[config.mk]
export PLATFORM = sky130hd
export DESIGN_NAME = std_mem_arbiter_flat
export DESIGN_NICKNAME = d
export VERILOG_FILES = /design/src/rtl/std_mem_arbiter_if.sv /design/src/rtl/std_mem_arbiter.sv /design/src/flat_wrapper.sv
export SDC_FILE = /design/constraint.sdc
export NUM_CORES = 1
export LEC_CHECK = 0
export ABC_AREA = 1
export CELL_PAD_IN_SITES_DETAIL_PLACEMENT = 1
export CELL_PAD_IN_SITES_GLOBAL_PLACEMENT = 2
export CORE_AREA = 10 10 176 178
export CTS_CLUSTER_DIAMETER = 150
export DETAILED_ROUTE_END_ITERATION = 10
export DIE_AREA = 0 0 186 188
export PLACE_DENSITY_LB_ADDON = 0.1
export SLEW_MARGIN = 20
export SYNTH_ARGS = -nofsm -noshare
export SYNTH_HDL_FRONTEND = slang
export SYNTH_SLANG_ARGS = --single-unit
[constraint.sdc]
create_clock -name clk -period 2.42 [get_ports clk]
set_input_delay 0.484 -clock clk [delete_from_list [all_inputs] [get_ports clk]]
set_output_delay 0.484 -clock clk [all_outputs]
set_load 0.01 [all_outputs]
[src/rtl/std_mem_arbiter_if.sv]
// std_mem_intf: generic valid/ready memory stream used for commands and results.
//   valid        : payload is valid (driven by master)
//   ready        : sink can accept this cycle (driven by slave)
//   read_enable  : read command / read result
//   write_enable : write command / write result
//   addr         : address
//   data         : write data (command) or read data (result)
interface std_mem_intf #(
    parameter int unsigned DATA_WIDTH = 32,
    parameter int unsigned ADDR_WIDTH = 32
);
    logic                  valid;
    logic                  ready;
    logic                  read_enable;
    logic                  write_enable;
    logic [ADDR_WIDTH-1:0] addr;
    logic [DATA_WIDTH-1:0] data;

    modport master (
        output valid,
        output read_enable,
        output write_enable,
        output addr,
        output data,
        input  ready
    );

    modport slave (
        input  valid,
        input  read_enable,
        input  write_enable,
        input  addr,
        input  data,
        output ready
    );
endinterface

[src/rtl/std_mem_arbiter.sv]
// std_mem_arbiter: two-requester arbiter onto one shared memory command port,
// with an in-order tag FIFO that routes each returning result to its requester.
//
// Ports:
//   clk, rst      : clock and synchronous active-high reset
//   command0      : requester 0 (instruction) command stream, slave
//   command1      : requester 1 (data) command stream, slave
//   command_out   : shared memory command port, master
//   result_in     : in-order result stream from memory, slave
//   result0/1     : results returned to requester 0/1, master
//
// Build option:
//   STD_MEM_ARBITER_FIXED_PRIORITY_EN defined   -> requester 1 always wins contention
//   STD_MEM_ARBITER_FIXED_PRIORITY_EN undefined -> round-robin contention
module std_mem_arbiter #(
    parameter int unsigned DATA_WIDTH      = 32,
    parameter int unsigned ADDR_WIDTH      = 32,
    parameter int unsigned MAX_OUTSTANDING = 4
) (
    input logic        clk,
    input logic        rst,
    std_mem_intf.slave  command0,
    std_mem_intf.slave  command1,
    std_mem_intf.master command_out,
    std_mem_intf.slave  result_in,
    std_mem_intf.master result0,
    std_mem_intf.master result1
);

    localparam int unsigned PTR_W = $clog2(MAX_OUTSTANDING);
    localparam int unsigned CNT_W = PTR_W + 1;

    typedef enum logic {
        ST_IDLE   = 1'b0,
        ST_LOCKED = 1'b1
    } state_t;

    state_t state_q;
    state_t state_d;
    logic   lock_owner_q;
    logic   lock_owner_d;

    logic   grant_c;
    logic   cmd_valid_c;
    logic   cmd_accept_c;
    logic   cmd_fire_c;

    logic [ADDR_WIDTH-1:0] cmd_addr_c;
    logic [DATA_WIDTH-1:0] cmd_data_c;
    logic                  cmd_rd_c;
    logic                  cmd_wr_c;

    logic             tag_mem_q [MAX_OUTSTANDING];
    logic [PTR_W-1:0] wr_ptr_q;
    logic [PTR_W-1:0] rd_ptr_q;
    logic [CNT_W-1:0] count_q;
    logic             fifo_full_c;
    logic             fifo_empty_c;
    logic             head_tag_c;
    logic             res_route_c;
    logic             res_fire_c;

`ifndef STD_MEM_ARBITER_FIXED_PRIORITY_EN
    logic last_grant_q;
`endif

    // Grant selection: a held lock wins, otherwise single requester or contention rule
    always_comb begin : grant_select
        grant_c = 1'b0;
        if (state_q == ST_LOCKED) begin
            grant_c = lock_owner_q;
        end else if (command0.valid && command1.valid) begin
`ifdef STD_MEM_ARBITER_FIXED_PRIORITY_EN
            grant_c = 1'b1;
`else
            grant_c = ~last_grant_q;
`endif
        end else if (command1.valid) begin
            grant_c = 1'b1;
        end
    end

    // Command handshake; registered full blocks acceptance even on a pop cycle
    assign cmd_valid_c  = !rst && (grant_c ? command1.valid : command0.valid);
    assign cmd_accept_c = !rst && command_out.ready && !fifo_full_c;
    assign cmd_fire_c   = cmd_valid_c && cmd_accept_c;

    // Ready only to the granted, valid requester so idle ports read ready = 0
    assign command0.ready = cmd_fire_c && !grant_c;
    assign command1.ready = cmd_fire_c &&  grant_c;

    // Combinational payload forwarding from the granted requester
    always_comb begin : cmd_payload_mux
        cmd_addr_c = command0.addr;
        cmd_data_c = command0.data;
        cmd_rd_c   = command0.read_enable;
        cmd_wr_c   = command0.write_enable;
        if (grant_c) begin
            cmd_addr_c = command1.addr;
            cmd_data_c = command1.data;
            cmd_rd_c   = command1.read_enable;
            cmd_wr_c   = command1.write_enable;
        end
    end

    assign command_out.valid        = cmd_valid_c;
    assign command_out.addr         = cmd_addr_c;
    assign command_out.data         = cmd_data_c;
    assign command_out.read_enable  = cmd_rd_c;
    assign command_out.write_enable = cmd_wr_c;

    // Arbiter state register
    always_ff @(posedge clk) begin : fsm_reg
        if (rst) begin
            state_q      <= ST_IDLE;
            lock_owner_q <= 1'b0;
        end else begin
            state_q      <= state_d;
            lock_owner_q <= lock_owner_d;
        end
    end

    // Lock on a stalled offer, release on the completing cycle
    always_comb begin : fsm_next
        state_d      = state_q;
        lock_owner_d = lock_owner_q;
        case (state_q)
            ST_IDLE: begin
                if (cmd_valid_c && !cmd_fire_c) begin
                    state_d      = ST_LOCKED;
                    lock_owner_d = grant_c;
                end
            end
            ST_LOCKED: begin
                if (cmd_fire_c) begin
                    state_d = ST_IDLE;
                end
            end
            default: begin
                state_d = ST_IDLE;
            end
        endcase
    end

`ifndef STD_MEM_ARBITER_FIXED_PRIORITY_EN
    // Round-robin history, updated only by completed command transfers
    always_ff @(posedge clk) begin : last_grant_reg
        if (rst) begin
            last_grant_q <= 1'b1;
        end else if (cmd_fire_c) begin
            last_grant_q <= grant_c;
        end
    end
`endif

    // Tag FIFO status
    assign fifo_full_c  = (count_q == CNT_W'(MAX_OUTSTANDING));
    assign fifo_empty_c = (count_q == CNT_W'(0));
    assign head_tag_c   = tag_mem_q[rd_ptr_q];

    // Tag FIFO storage; contents are qualified by count so need no reset
    always_ff @(posedge clk) begin : tag_store
        if (cmd_fire_c) begin
            tag_mem_q[wr_ptr_q] <= grant_c;
        end
    end

    // Tag FIFO pointers and occupancy; power-of-two depth wraps naturally
    always_ff @(posedge clk) begin : tag_ptrs
        if (rst) begin
            wr_ptr_q <= '0;
            rd_ptr_q <= '0;
            count_q  <= '0;
        end else begin
            if (cmd_fire_c) begin
                wr_ptr_q <= wr_ptr_q + PTR_W'(1);
            end
            if (res_fire_c) begin
                rd_ptr_q <= rd_ptr_q + PTR_W'(1);
            end
            case ({cmd_fire_c, res_fire_c})
                2'b10:   count_q <= count_q + CNT_W'(1);
                2'b01:   count_q <= count_q - CNT_W'(1);
                default: count_q <= count_q;
            endcase
        end
    end

    // Result routing by head tag; nothing flows while empty or in reset
    assign res_route_c     = !rst && !fifo_empty_c;
    assign result_in.ready = res_route_c && (head_tag_c ? result1.ready : result0.ready);
    assign res_fire_c      = result_in.valid && result_in.ready;

    assign result0.valid        = res_route_c && !head_tag_c && result_in.valid;
    assign result0.addr         = result_in.addr;
    assign result0.data         = result_in.data;
    assign result0.read_enable  = result_in.read_enable;
    assign result0.write_enable = result_in.write_enable;

    assign result1.valid        = res_route_c &&  head_tag_c && result_in.valid;
    assign result1.addr         = result_in.addr;
    assign result1.data         = result_in.data;
    assign result1.read_enable  = result_in.read_enable;
    assign result1.write_enable = result_in.write_enable;

endmodule

[src/flat_wrapper.sv]
// flat-port wrapper written by rule: the top's interface ports become plain ports
module std_mem_arbiter_flat 
#(
    parameter int unsigned DATA_WIDTH      = 32,
    parameter int unsigned ADDR_WIDTH      = 32,
    parameter int unsigned MAX_OUTSTANDING = 4
)
  (clk, rst, command0_valid, command0_read_enable, command0_write_enable, command0_addr, command0_data, command0_ready, command1_valid, command1_read_enable, command1_write_enable, command1_addr, command1_data, command1_ready, command_out_valid, command_out_read_enable, command_out_write_enable, command_out_addr, command_out_data, command_out_ready, result_in_valid, result_in_read_enable, result_in_write_enable, result_in_addr, result_in_data, result_in_ready, result0_valid, result0_read_enable, result0_write_enable, result0_addr, result0_data, result0_ready, result1_valid, result1_read_enable, result1_write_enable, result1_addr, result1_data, result1_ready);
  std_mem_intf #(.DATA_WIDTH(DATA_WIDTH), .ADDR_WIDTH(ADDR_WIDTH)) command0_i ();
  std_mem_intf #(.DATA_WIDTH(DATA_WIDTH), .ADDR_WIDTH(ADDR_WIDTH)) command1_i ();
  std_mem_intf #(.DATA_WIDTH(DATA_WIDTH), .ADDR_WIDTH(ADDR_WIDTH)) command_out_i ();
  std_mem_intf #(.DATA_WIDTH(DATA_WIDTH), .ADDR_WIDTH(ADDR_WIDTH)) result_in_i ();
  std_mem_intf #(.DATA_WIDTH(DATA_WIDTH), .ADDR_WIDTH(ADDR_WIDTH)) result0_i ();
  std_mem_intf #(.DATA_WIDTH(DATA_WIDTH), .ADDR_WIDTH(ADDR_WIDTH)) result1_i ();
  input logic clk;
  input logic rst;
  input wire logic [$bits(command0_i.valid)-1:0] command0_valid;
  input wire logic [$bits(command0_i.read_enable)-1:0] command0_read_enable;
  input wire logic [$bits(command0_i.write_enable)-1:0] command0_write_enable;
  input wire logic [$bits(command0_i.addr)-1:0] command0_addr;
  input wire logic [$bits(command0_i.data)-1:0] command0_data;
  output wire logic [$bits(command0_i.ready)-1:0] command0_ready;
  input wire logic [$bits(command1_i.valid)-1:0] command1_valid;
  input wire logic [$bits(command1_i.read_enable)-1:0] command1_read_enable;
  input wire logic [$bits(command1_i.write_enable)-1:0] command1_write_enable;
  input wire logic [$bits(command1_i.addr)-1:0] command1_addr;
  input wire logic [$bits(command1_i.data)-1:0] command1_data;
  output wire logic [$bits(command1_i.ready)-1:0] command1_ready;
  output wire logic [$bits(command_out_i.valid)-1:0] command_out_valid;
  output wire logic [$bits(command_out_i.read_enable)-1:0] command_out_read_enable;
  output wire logic [$bits(command_out_i.write_enable)-1:0] command_out_write_enable;
  output wire logic [$bits(command_out_i.addr)-1:0] command_out_addr;
  output wire logic [$bits(command_out_i.data)-1:0] command_out_data;
  input wire logic [$bits(command_out_i.ready)-1:0] command_out_ready;
  input wire logic [$bits(result_in_i.valid)-1:0] result_in_valid;
  input wire logic [$bits(result_in_i.read_enable)-1:0] result_in_read_enable;
  input wire logic [$bits(result_in_i.write_enable)-1:0] result_in_write_enable;
  input wire logic [$bits(result_in_i.addr)-1:0] result_in_addr;
  input wire logic [$bits(result_in_i.data)-1:0] result_in_data;
  output wire logic [$bits(result_in_i.ready)-1:0] result_in_ready;
  output wire logic [$bits(result0_i.valid)-1:0] result0_valid;
  output wire logic [$bits(result0_i.read_enable)-1:0] result0_read_enable;
  output wire logic [$bits(result0_i.write_enable)-1:0] result0_write_enable;
  output wire logic [$bits(result0_i.addr)-1:0] result0_addr;
  output wire logic [$bits(result0_i.data)-1:0] result0_data;
  input wire logic [$bits(result0_i.ready)-1:0] result0_ready;
  output wire logic [$bits(result1_i.valid)-1:0] result1_valid;
  output wire logic [$bits(result1_i.read_enable)-1:0] result1_read_enable;
  output wire logic [$bits(result1_i.write_enable)-1:0] result1_write_enable;
  output wire logic [$bits(result1_i.addr)-1:0] result1_addr;
  output wire logic [$bits(result1_i.data)-1:0] result1_data;
  input wire logic [$bits(result1_i.ready)-1:0] result1_ready;
  assign command0_i.valid = command0_valid;
  assign command0_i.read_enable = command0_read_enable;
  assign command0_i.write_enable = command0_write_enable;
  assign command0_i.addr = command0_addr;
  assign command0_i.data = command0_data;
  assign command0_ready = command0_i.ready;
  assign command1_i.valid = command1_valid;
  assign command1_i.read_enable = command1_read_enable;
  assign command1_i.write_enable = command1_write_enable;
  assign command1_i.addr = command1_addr;
  assign command1_i.data = command1_data;
  assign command1_ready = command1_i.ready;
  assign command_out_valid = command_out_i.valid;
  assign command_out_read_enable = command_out_i.read_enable;
  assign command_out_write_enable = command_out_i.write_enable;
  assign command_out_addr = command_out_i.addr;
  assign command_out_data = command_out_i.data;
  assign command_out_i.ready = command_out_ready;
  assign result_in_i.valid = result_in_valid;
  assign result_in_i.read_enable = result_in_read_enable;
  assign result_in_i.write_enable = result_in_write_enable;
  assign result_in_i.addr = result_in_addr;
  assign result_in_i.data = result_in_data;
  assign result_in_ready = result_in_i.ready;
  assign result0_valid = result0_i.valid;
  assign result0_read_enable = result0_i.read_enable;
  assign result0_write_enable = result0_i.write_enable;
  assign result0_addr = result0_i.addr;
  assign result0_data = result0_i.data;
  assign result0_i.ready = result0_ready;
  assign result1_valid = result1_i.valid;
  assign result1_read_enable = result1_i.read_enable;
  assign result1_write_enable = result1_i.write_enable;
  assign result1_addr = result1_i.addr;
  assign result1_data = result1_i.data;
  assign result1_i.ready = result1_ready;
  std_mem_arbiter #(.DATA_WIDTH(DATA_WIDTH), .ADDR_WIDTH(ADDR_WIDTH), .MAX_OUTSTANDING(MAX_OUTSTANDING)) u_core (.clk(clk), .rst(rst), .command0(command0_i), .command1(command1_i), .command_out(command_out_i), .result_in(result_in_i), .result0(result0_i), .result1(result1_i));
endmodule
==> results.json <==
{
  "power_density_nw_per_um2": 337,
  "n_fill_cell": 3357,
  "ys_seq_area_share_pct": 13.3,
  "die_area_um2": 35000,
  "cp-start-kind": "input pin",
  "viasPerCell": 3.23,
  "numCtsBuffers": 3,
  "track_usage_pct": 7.87,
  "yosysWarnings": 0,
  "cp.arrival_ps": 2370,
  "dr.pass1.iters": 4,
  "rsz0062_at_grt": "no",
  "drtAntennaViolNets": 0,
  "layout_common_cells": "nand2_1, clkdlybuf4s50_1, buf_2",
  "place_inst": 895,
  "seq_power_share_pct": 19.4,
  "port_buffers": 211,
  "synth.distinct_cells": 24,
  "area_delta_synth_final_pct": 65.4,
  "switchingPower_mw": 0.511,
  "cts_root_buf": "clkbuf_16",
  "final_core_util_pct": 16.3,
  "fin_skew_ps": 0.916,
  "htree_levels": 1,
  "max_freq_mhz": 447,
  "maxSlewViolCount": 0,
  "worst-slew-pin-transition_ps": 208,
  "multi_input_area_um2": 1180,
  "dp_hpwl_um": 12300,
  "finalHoldViolCount": 0,
  "overflow": 0,
  "stdcell_count": 910,
  "switching_share_pct": 33.9,
  "grt_max_degree": 22,
  "syn_area_um2": 2710,
  "status": "complete, no violations",
  "grt_pass1_vias": 3310,
  "routed_wl_um": 14500,
  "worstHoldStart": "u_core.rd_ptr_q[1]$_SDFFE_PP0N_",
  "power.internal_mw": 0.999,
  "start_util_pct": 9.85,
  "grt_pass1_wl_um": 20800,
  "cts.clk_slew.worst_paths_ps": 50,
  "die_h_um": 188,
  "cp.required_ps": 2550,
  "maxCapViolations": 0,
  "whs_path_depth": 2,
  "r2r_setup_slack_ps": 250,
  "min_period_over_period_pct": 92.4,
  "die_x_um": 186,
  "relSlewSlack_pct": 86.1,
  "synth-async-reset-ratio_pct": 0,
  "path_max_fanout": 4,
  "clk_path_buf_depth": 2,
  "tns_ps": 0,
  "ios": 410,
  "min_period_ps": 2240,
  "drive_above_1_share_pct": 16.3,
  "path_class": "input pin to flip-flop",
  "power_frac_comb_pct": 58.2,
  "synth_cells": 463,
  "antenna_found_initial": 1,
  "ys_seq_elements": 16,
  "setup_viol": 0,
  "clock_latency_ps": 250,
  "vias": 2938,
  "routedWlPerCell_um": 16.0,
  "num_rows": 61,
  "critical_path.endpoint_type": "flip-flop",
  "drc": 0,
  "nets": 776,
  "hp-class": "flip-flop to flip-flop",
  "synth_edf_count": 4,
  "final_common_cell": "nand2_1",
  "vdd_drop_max_uv": 154,
  "cts_tree": "yes",
  "core_area_um2": 27500,
  "ys.flop_type": "dfxtp_1",
  "synth_nets": 675,
  "leakagePower_nw": 2.18,
  "timing.rr.end": "u_core.count_q[2]$_SDFFE_PP0P_",
  "place.gp.congestion": 0.696,
  "cts_hold_buf": 0,
  "dr.first_iter.drc_count": 32,
  "rr_worst_depth": 11,
  "p_clk_share_pct": 22.4,
  "regArea_um2": 360,
  "cts.sinks": 16,
  "synth.avg_cell_area_um2": 5.85
}
[synth_stat cells (2+ instances only)]
cell      count  area [µm²]
nand2_1     220         826
buf_4       133         998
inv_1        25        93.8
nor2_1       13        48.8
dfxtp_1      12         240
nand3_1       9        45.0
a21oi_1       8        40.0
buf_2         6        30.0
o21ai_0       6        30.0
buf_6         5        56.3
ha_1          5        62.6
edfxtp_1      4         120
clkbuf_1      3        11.3
nor3_1        3        15.0
nand3b_1      2        15.0
[worst max-delay path by stage]
| stage | start | endpoint | slack [ps] | cells past startpoint |
|---|---|---|---|---|
| after detailed placement | command0_valid | command_out_read_enable | -400 | 9 |
| after global placement | command1_valid | command1_ready | -430 | 8 |
| after floorplan | command0_valid | u_core.count_q[2]$_SDFFE_PP0P_ | 350 | 12 |
| after global routing | command_out_ready | u_core.count_q[2]$_SDFFE_PP0P_ | 6 | 12 |
| after CTS | command1_valid | command_out_read_enable | -3 | 9 |
| final | command_out_ready | u_core.count_q[2]$_SDFFE_PP0P_ | 180 | 12 |
[power groups by stage]
stage | Sequential, mW | Combinational (mW) | Clock, mW
floorplan | 0.297 | 0.525 | 0
global placement | 0.299 | 0.926 | 0
detailed placement | 0.299 | 0.923 | 0
CTS | 0.293 | 0.920 | 0.347
global route | 0.294 | 0.978 | 0.359
finish | 0.293 | 0.879 | 0.338
[per-layer routing]
metal	share of wire [%]	vias up	global-route usage [%]	routed length, µm
met3	16	21	6.22	2360
met5	0.090	-	0	13
met2	51	174	14.4	7460
met1	31	1281	6.56	4540
li1	-	1460	-	-
met4	0.99	2	1.21	144
[stage by stage]
stage                     hold slack [ps]  area, µm²  setup slack (ps)  power, mW
after floorplan                       442       2710               354      0.822
after global placement                480       4370              -425       1.23
after detailed placement              489       4370              -399       1.22
after CTS                             506       4500             -3.35       1.56
after global routing                  537       4480              6.14       1.63
final                                 494       4480               184       1.51
[what timing repair did]
action	CTS	global route
gates cloned	4	0
setup buffers	5	1
resized for setup	225	18
pin swaps	4	2
setup endpoints to repair	73	62
[cell type report]
class                   instances  area share [%]
repair buffers                243            51.7
multi-input cells             273            26.3
well taps                     346            9.67
diodes                          1          0.0559
clock buffers                   4            1.76
inverters                      27            2.46
flip-flops and latches         16            8.05
[cell families (layout without fill, tap and decap cells)]
family,after synthesis,count (layout),share of synthesized area [%]
xor gates and xnor gates,1,1,0.324
other,0,1,0
and+or+nand+nor,251,251,36.2
DFF,16,16,13.3
AOI/OAI and AO/OA,15,15,2.87
adders and majority gates,6,6,3.05
buffers and inverters,174,274,44.2
[critical path, stage by stage]
cell	delay (ps)
clkdlybuf4s50_1	400
nand2_1	120
inv_1	80
nand4_4	110
buf_4	140
ha_1	140
inv_1	60
fa_1	380
a21oi_1	150
o21ai_1	110
o21ai_1	130
a21oi_1	50
Power figures use the tool's default switching activity.
==> RTL edit 1, RTL diff (config.mk and constraints unchanged) <==
The option `STD_MEM_ARBITER_FIXED_PRIORITY_EN` is turned on by a define.
--- a/src/rtl/std_mem_arbiter.sv
+++ b/src/rtl/std_mem_arbiter.sv
@@ -12,6 +12,8 @@
 // Build option:
 //   STD_MEM_ARBITER_FIXED_PRIORITY_EN defined   -> requester 1 always wins contention
 //   STD_MEM_ARBITER_FIXED_PRIORITY_EN undefined -> round-robin contention
+`define STD_MEM_ARBITER_FIXED_PRIORITY_EN
+
 module std_mem_arbiter #(
     parameter int unsigned DATA_WIDTH      = 32,
     parameter int unsigned ADDR_WIDTH      = 32,
Function: changed (Yosys sat finds a counterexample within 4 cycles, from zero or initial values and one cycle with rst high).
==> RTL edit 1 against the original RTL <==
- setup slack lost 0.090 ns
- final cell count shrank 1.8%
- clock power shrank 2%
- clock skew grew 0.0032 ns
- total power shrank 1.4%
- sequential cell count shrank 1
- cell area shrank 0.34%
- hold slack gained 0.0030 ns
- area after synthesis shrank 2.4%
- synthesized cell count shrank 0.86%
- wire length shrank 5.6%
- register-to-register slack lost 0.09 ns
- critical path type is now reg -> out
- largest power group unchanged
==> RTL edit 1: results (changes against the original RTL) <==
outcome: "complete, no violations"  # unchanged
tightestPinTransition_ns: 0.202  # was 0.208 ns
vdd_drop_max_mv: 0.145  # was 0.154 mV
hp-class: "reg -> reg"  # unchanged
crit_required_ns: 1.94  # was 2.55 ns
yosysUniqueCellTypes: 24  # unchanged
ys_seq_area_share_pct: 12.9  # was 13.3%
cts_root_buf: "clkbuf_16"  # unchanged
synthTopCellsByArea: "buf_4, nand2_1, dfxtp_1"  # unchanged
dp_hpwl_mm: 11.8  # was 12.3 mm
drive_gt1_share_pct: 6.57  # was 16.3%
cts_max_path_buffers: 2  # unchanged
drt_iter0_drc: 45  # was 32
clkTransAtPathRegs_ns: 0.05  # about the same
ys.flop_type: "dfxtp_1"  # unchanged
grt_max_degree: 44  # was 22
drv_cap: 0  # unchanged
period_needed_ns: 2.33  # was 2.24 ns
num-nets-final: 761  # was 776
synth_top_area_share_pct: 37.8  # was 36.9%
antenna_cells: 0  # was 1
finClkSkew_ns: 0.00410  # was 0.000916 ns
gp_congestion: 0.701  # was 0.696
cts_buffers: 3  # unchanged
pre_cts_slack_ns: -0.302  # was -0.399 ns
insertion_delay_ns: 0.25  # about the same
place_area_mm2: 0.00431  # was 0.00437 mm^2
reg2reg_slack_ns: 0.16  # was 0.25 ns
grt_pass1_vias: 3260  # was 3310
wl_mm: 13.7  # was 14.5 mm
crit_path_max_fanout: 43  # was 4
syn_nets: 671  # was 675
antenna_found_initial: 1  # unchanged
post_cts_resized: 60  # was 225
grt_pass1_wl_mm: 19.6  # was 20.8 mm
yosysMostFrequentCell: "nand2_1"  # unchanged
vias: 2853  # was 2938
hold-worst-slack_ns: 0.497  # was 0.494 ns
synth_area_per_cell_um2: 5.76  # was 5.85 um^2
htreeDepth: 1  # unchanged
ys_warn_count: 0  # unchanged
synth_edf_count: 4  # unchanged
dr.pass1.iters: 4  # unchanged
netlist_top_cells_count: "nand2_1, buf_4, inv_1, nor2_1, dfxtp_1"  # unchanged
power_leakage_nw: 2.25  # was 2.18 nW
synthArstFlopShare_pct: 0  # unchanged
post-cts-setup-buffers: 0  # was 5
fin_cells: 894  # was 910
grtUsageTotal_pct: 7.34  # was 7.87%
io_buffers: 211  # unchanged
[RTL edit 1: path summary, 6_finish.rpt]
check / startpoint / end / cells after the start
worst max-delay path: flop / command_out_addr[10] / 7
worst min-delay path: u_core.rd_ptr_q[1]$_SDFFE_PP0N_ / u_core.rd_ptr_q[1]$_SDFFE_PP0N_ / 2
worst max register to register: flop / u_core.count_q[1]$_SDFFE_PP0P_ / 15
worst min register to register: u_core.rd_ptr_q[1]$_SDFFE_PP0N_ / u_core.rd_ptr_q[1]$_SDFFE_PP0N_ / 2
[RTL edit 1: final cells by class]
class / instances / area (um^2)
sequential: 15 / 340
multi-input combinational: 273 / 1170
clock buffer: 4 / 78.8
timing repair buffer: 231 / 2340
fill: 3376 / 23000
tap: 346 / 433
inverter: 25 / 104
[RTL edit 1: worst max-delay path, stage by stage, from the launching register on]
cell	delay (ns)
dfxtp_1	0.33
inv_1	0.11
nand2_2	0.08
nand2_4	0.15
buf_16	0.22
nand2_1	0.08
nand2_1	0.08
clkdlybuf4s50_1	0.53
[RTL edit 1: per-layer routing]
metal | routed length (um) | up-vias | global-route usage (%)
li1 | - | 1420 | -
met1 | 4350 | 1255 | 6.43
met2 | 7420 | 148 | 14.0
met3 | 1590 | 28 | 3.87
met4 | 322 | 2 | 2.23
met5 | 13 | - | 0
[RTL edit 1: power by group]
part / internal (mW) / switching (mW)
Clock: 0.224 / 0.108
Sequential: 0.270 / 0.00798
Combinational: 0.482 / 0.398
Total: 0.975 / 0.513
[RTL edit 1: kinds of logic (layout without fill, tap and decap cells)]
kind of cell,count (synthesis),after routing,share of synthesized area [%]
AOI/OAI and AO/OA,14,14,2.79
adders and majority gates,6,6,3.12
and+or+nand+nor,252,252,37.3
xor gates and xnor gates,1,1,0.331
DFF,15,15,12.9
buffers and inverters,171,260,43.5
==> RTL edit 2, RTL diff (same settings) <==
Without the edit above. Make the reset (`rst`) asynchronous in 3 clocked blocks. Comments in the files are not updated.
--- a/src/rtl/std_mem_arbiter.sv
+++ b/src/rtl/std_mem_arbiter.sv
@@ -110,7 +110,7 @@
     assign command_out.write_enable = cmd_wr_c;
 
     // Arbiter state register
-    always_ff @(posedge clk) begin : fsm_reg
+    always_ff @(posedge clk or posedge rst) begin : fsm_reg
         if (rst) begin
             state_q      <= ST_IDLE;
             lock_owner_q <= 1'b0;
@@ -144,7 +144,7 @@
 
 `ifndef STD_MEM_ARBITER_FIXED_PRIORITY_EN
     // Round-robin history, updated only by completed command transfers
-    always_ff @(posedge clk) begin : last_grant_reg
+    always_ff @(posedge clk or posedge rst) begin : last_grant_reg
         if (rst) begin
             last_grant_q <= 1'b1;
         end else if (cmd_fire_c) begin
@@ -166,7 +166,7 @@
     end
 
     // Tag FIFO pointers and occupancy; power-of-two depth wraps naturally
-    always_ff @(posedge clk) begin : tag_ptrs
+    always_ff @(posedge clk or posedge rst) begin : tag_ptrs
         if (rst) begin
             wr_ptr_q <= '0;
             rd_ptr_q <= '0;
Behaviour: differs if rst is asserted again (counterexample within 4 cycles, from zero or initial values and one cycle with rst high); with rst held inactive, the same outputs for 10 cycles.
==> RTL edit 2 against the original RTL <==
- hold slack worse by 0.11 ns
- cell area increased by 4.6%
- global-route usage increased by 0.52 points
- critical path depth down 3
- final cell count shrank 0.66%
- highest routed layer unchanged
- wire length increased by 6.6%
- area after synthesis up 1.0%
- die area unchanged
- setup slack worse by 0.074 ns
- largest cell class unchanged
- sequential cell count is 2 lower
- critical path type is now reg -> out
- via count down 1.8%
- first-iteration DRC count up 53%
Power is not compared: it rests on default switching activity, and its combinational part moved more than twofold at a synthesized area within 25%.
==> RTL edit 2: results (changes against the original RTL) <==
buf_share_pct: 52.9  # was 51.7%
syn_nets: 666  # was 675
ys_seq_area_share_pct: 13.6  # was 13.3%
clockNetworkAreaShare_pct: 1.68  # was 1.76%
grtUsageTotal_pct: 8.39  # was 7.87%
fillers: 3367  # was 3357
wl_mm: 15.5  # was 14.5 mm
place_area_mm2: 0.00438  # was 0.00437 mm^2
rr_endpoint: "u_core.count_q[2]$_DFFE_PP0P_"  # was u_core.count_q[2]$_SDFFE_PP0P_
grt.met1_usage_pct: 8.01  # was 6.56%
buffers_excl_clock: 246  # was 243
ys.flop_type: "dfrtp_1"  # was dfxtp_1
multi_input_area_share_pct: 26.0  # was 26.3%
fin_cells: 904  # was 910
outcome: "complete, no violations"  # unchanged
rr_worst_depth: 12  # was 11
antenna_found_initial: 2  # was 1
post_cts_resized: 136  # was 225
grt_max_degree: 21  # was 22
seq_share_pct: 7.93  # was 8.05%
worstPathArrival_ns: 1.83  # was 2.37 ns
wl_met2_mm: 8.16  # was 7.46 mm
hold-worst-slack_ns: 0.385  # was 0.494 ns
cts.sink_count: 14  # was 16
grt_pass1_vias: 3373  # was 3310
dr.pass1.iters: 4  # unchanged
drt_iter0_drc: 49  # was 32
crit_path_max_fanout: 3  # was 4
num-multi-input-gates: 269  # was 273
drive_gt1_share_pct: 13.6  # was 16.3%
hp-class: "in -> async"  # was reg -> reg
area_delta_synth_final_pct: 71.3  # was 65.4%
viasPerCell: 3.19  # was 3.23
grt_pass1_wl_mm: 22.0  # was 20.8 mm
cp_slowest_cell: "dfrtp_1"  # was clkdlybuf4s50_1
wl_met3_mm: 1.83  # was 2.36 mm
num-nets-final: 770  # was 776
synthTopCellsByArea: "buf_4, nand2_1, dfrtp_1"  # was buf_4, nand2_1, dfxtp_1
maxSlewHeadroom_pct: 84.1  # was 86.1%
synth_area_per_cell_um2: 6.02  # was 5.85 um^2
inverters_excl_clock: 24  # was 27
pre_cts_slack_ns: -0.410  # was -0.399 ns
post-cts-setup-buffers: 8  # was 5
finClkSkew_ns: 0.000690  # was 0.000916 ns
dp_hpwl_mm: 12.6  # was 12.3 mm
grtUsageMet3_pct: 4.56  # was 6.22%
gp_congestion: 0.672  # was 0.696
io_buffers: 211  # unchanged
power_leakage_nw: 2.29
cts_max_path_buffers: 2  # unchanged
post-place-cells: 885  # was 895
grt.met2_usage_pct: 15.7  # was 14.4%
yosysUniqueCellTypes: 28  # was 24
==> RTL edit 2: kinds of logic (layout without fill, tap and decap cells) <==
family                     Yosys count  count (layout)  share of synthesized area [%]
DFF                                 14              14                           13.6
xor gates and xnor gates             3               3                          0.961
and+or+nand+nor                    252             252                           37.2
buffers and inverters              171             274                           43.1
adders and majority gates            6               6                           3.02
other                                0               1                              0
AOI/OAI and AO/OA                    8               8                           2.10
==> RTL edit 2: how the worst max path moves through the flow <==
stage | slack, ns | start | cells after the start | endpoint
3_3_place_gp | -0.40 | command0_valid | 9 | command_out_data[2]
5_1_grt | -0.003 | command_out_ready | 5 | command1_ready
3_5_place_dp | -0.41 | command0_valid | 9 | command_out_data[7]
6_report | 0.11 | u_core.count_q[0]$_DFFE_PP0P_ | 9 | result_in_ready
2_1_floorplan | 0.38 | u_core.last_grant_q$_DFFE_PP1P_ | 11 | u_core.count_q[2]$_DFFE_PP0P_
4_1_cts | 0.01 | u_core.last_grant_q$_DFFE_PP1P_ | 7 | command0_ready
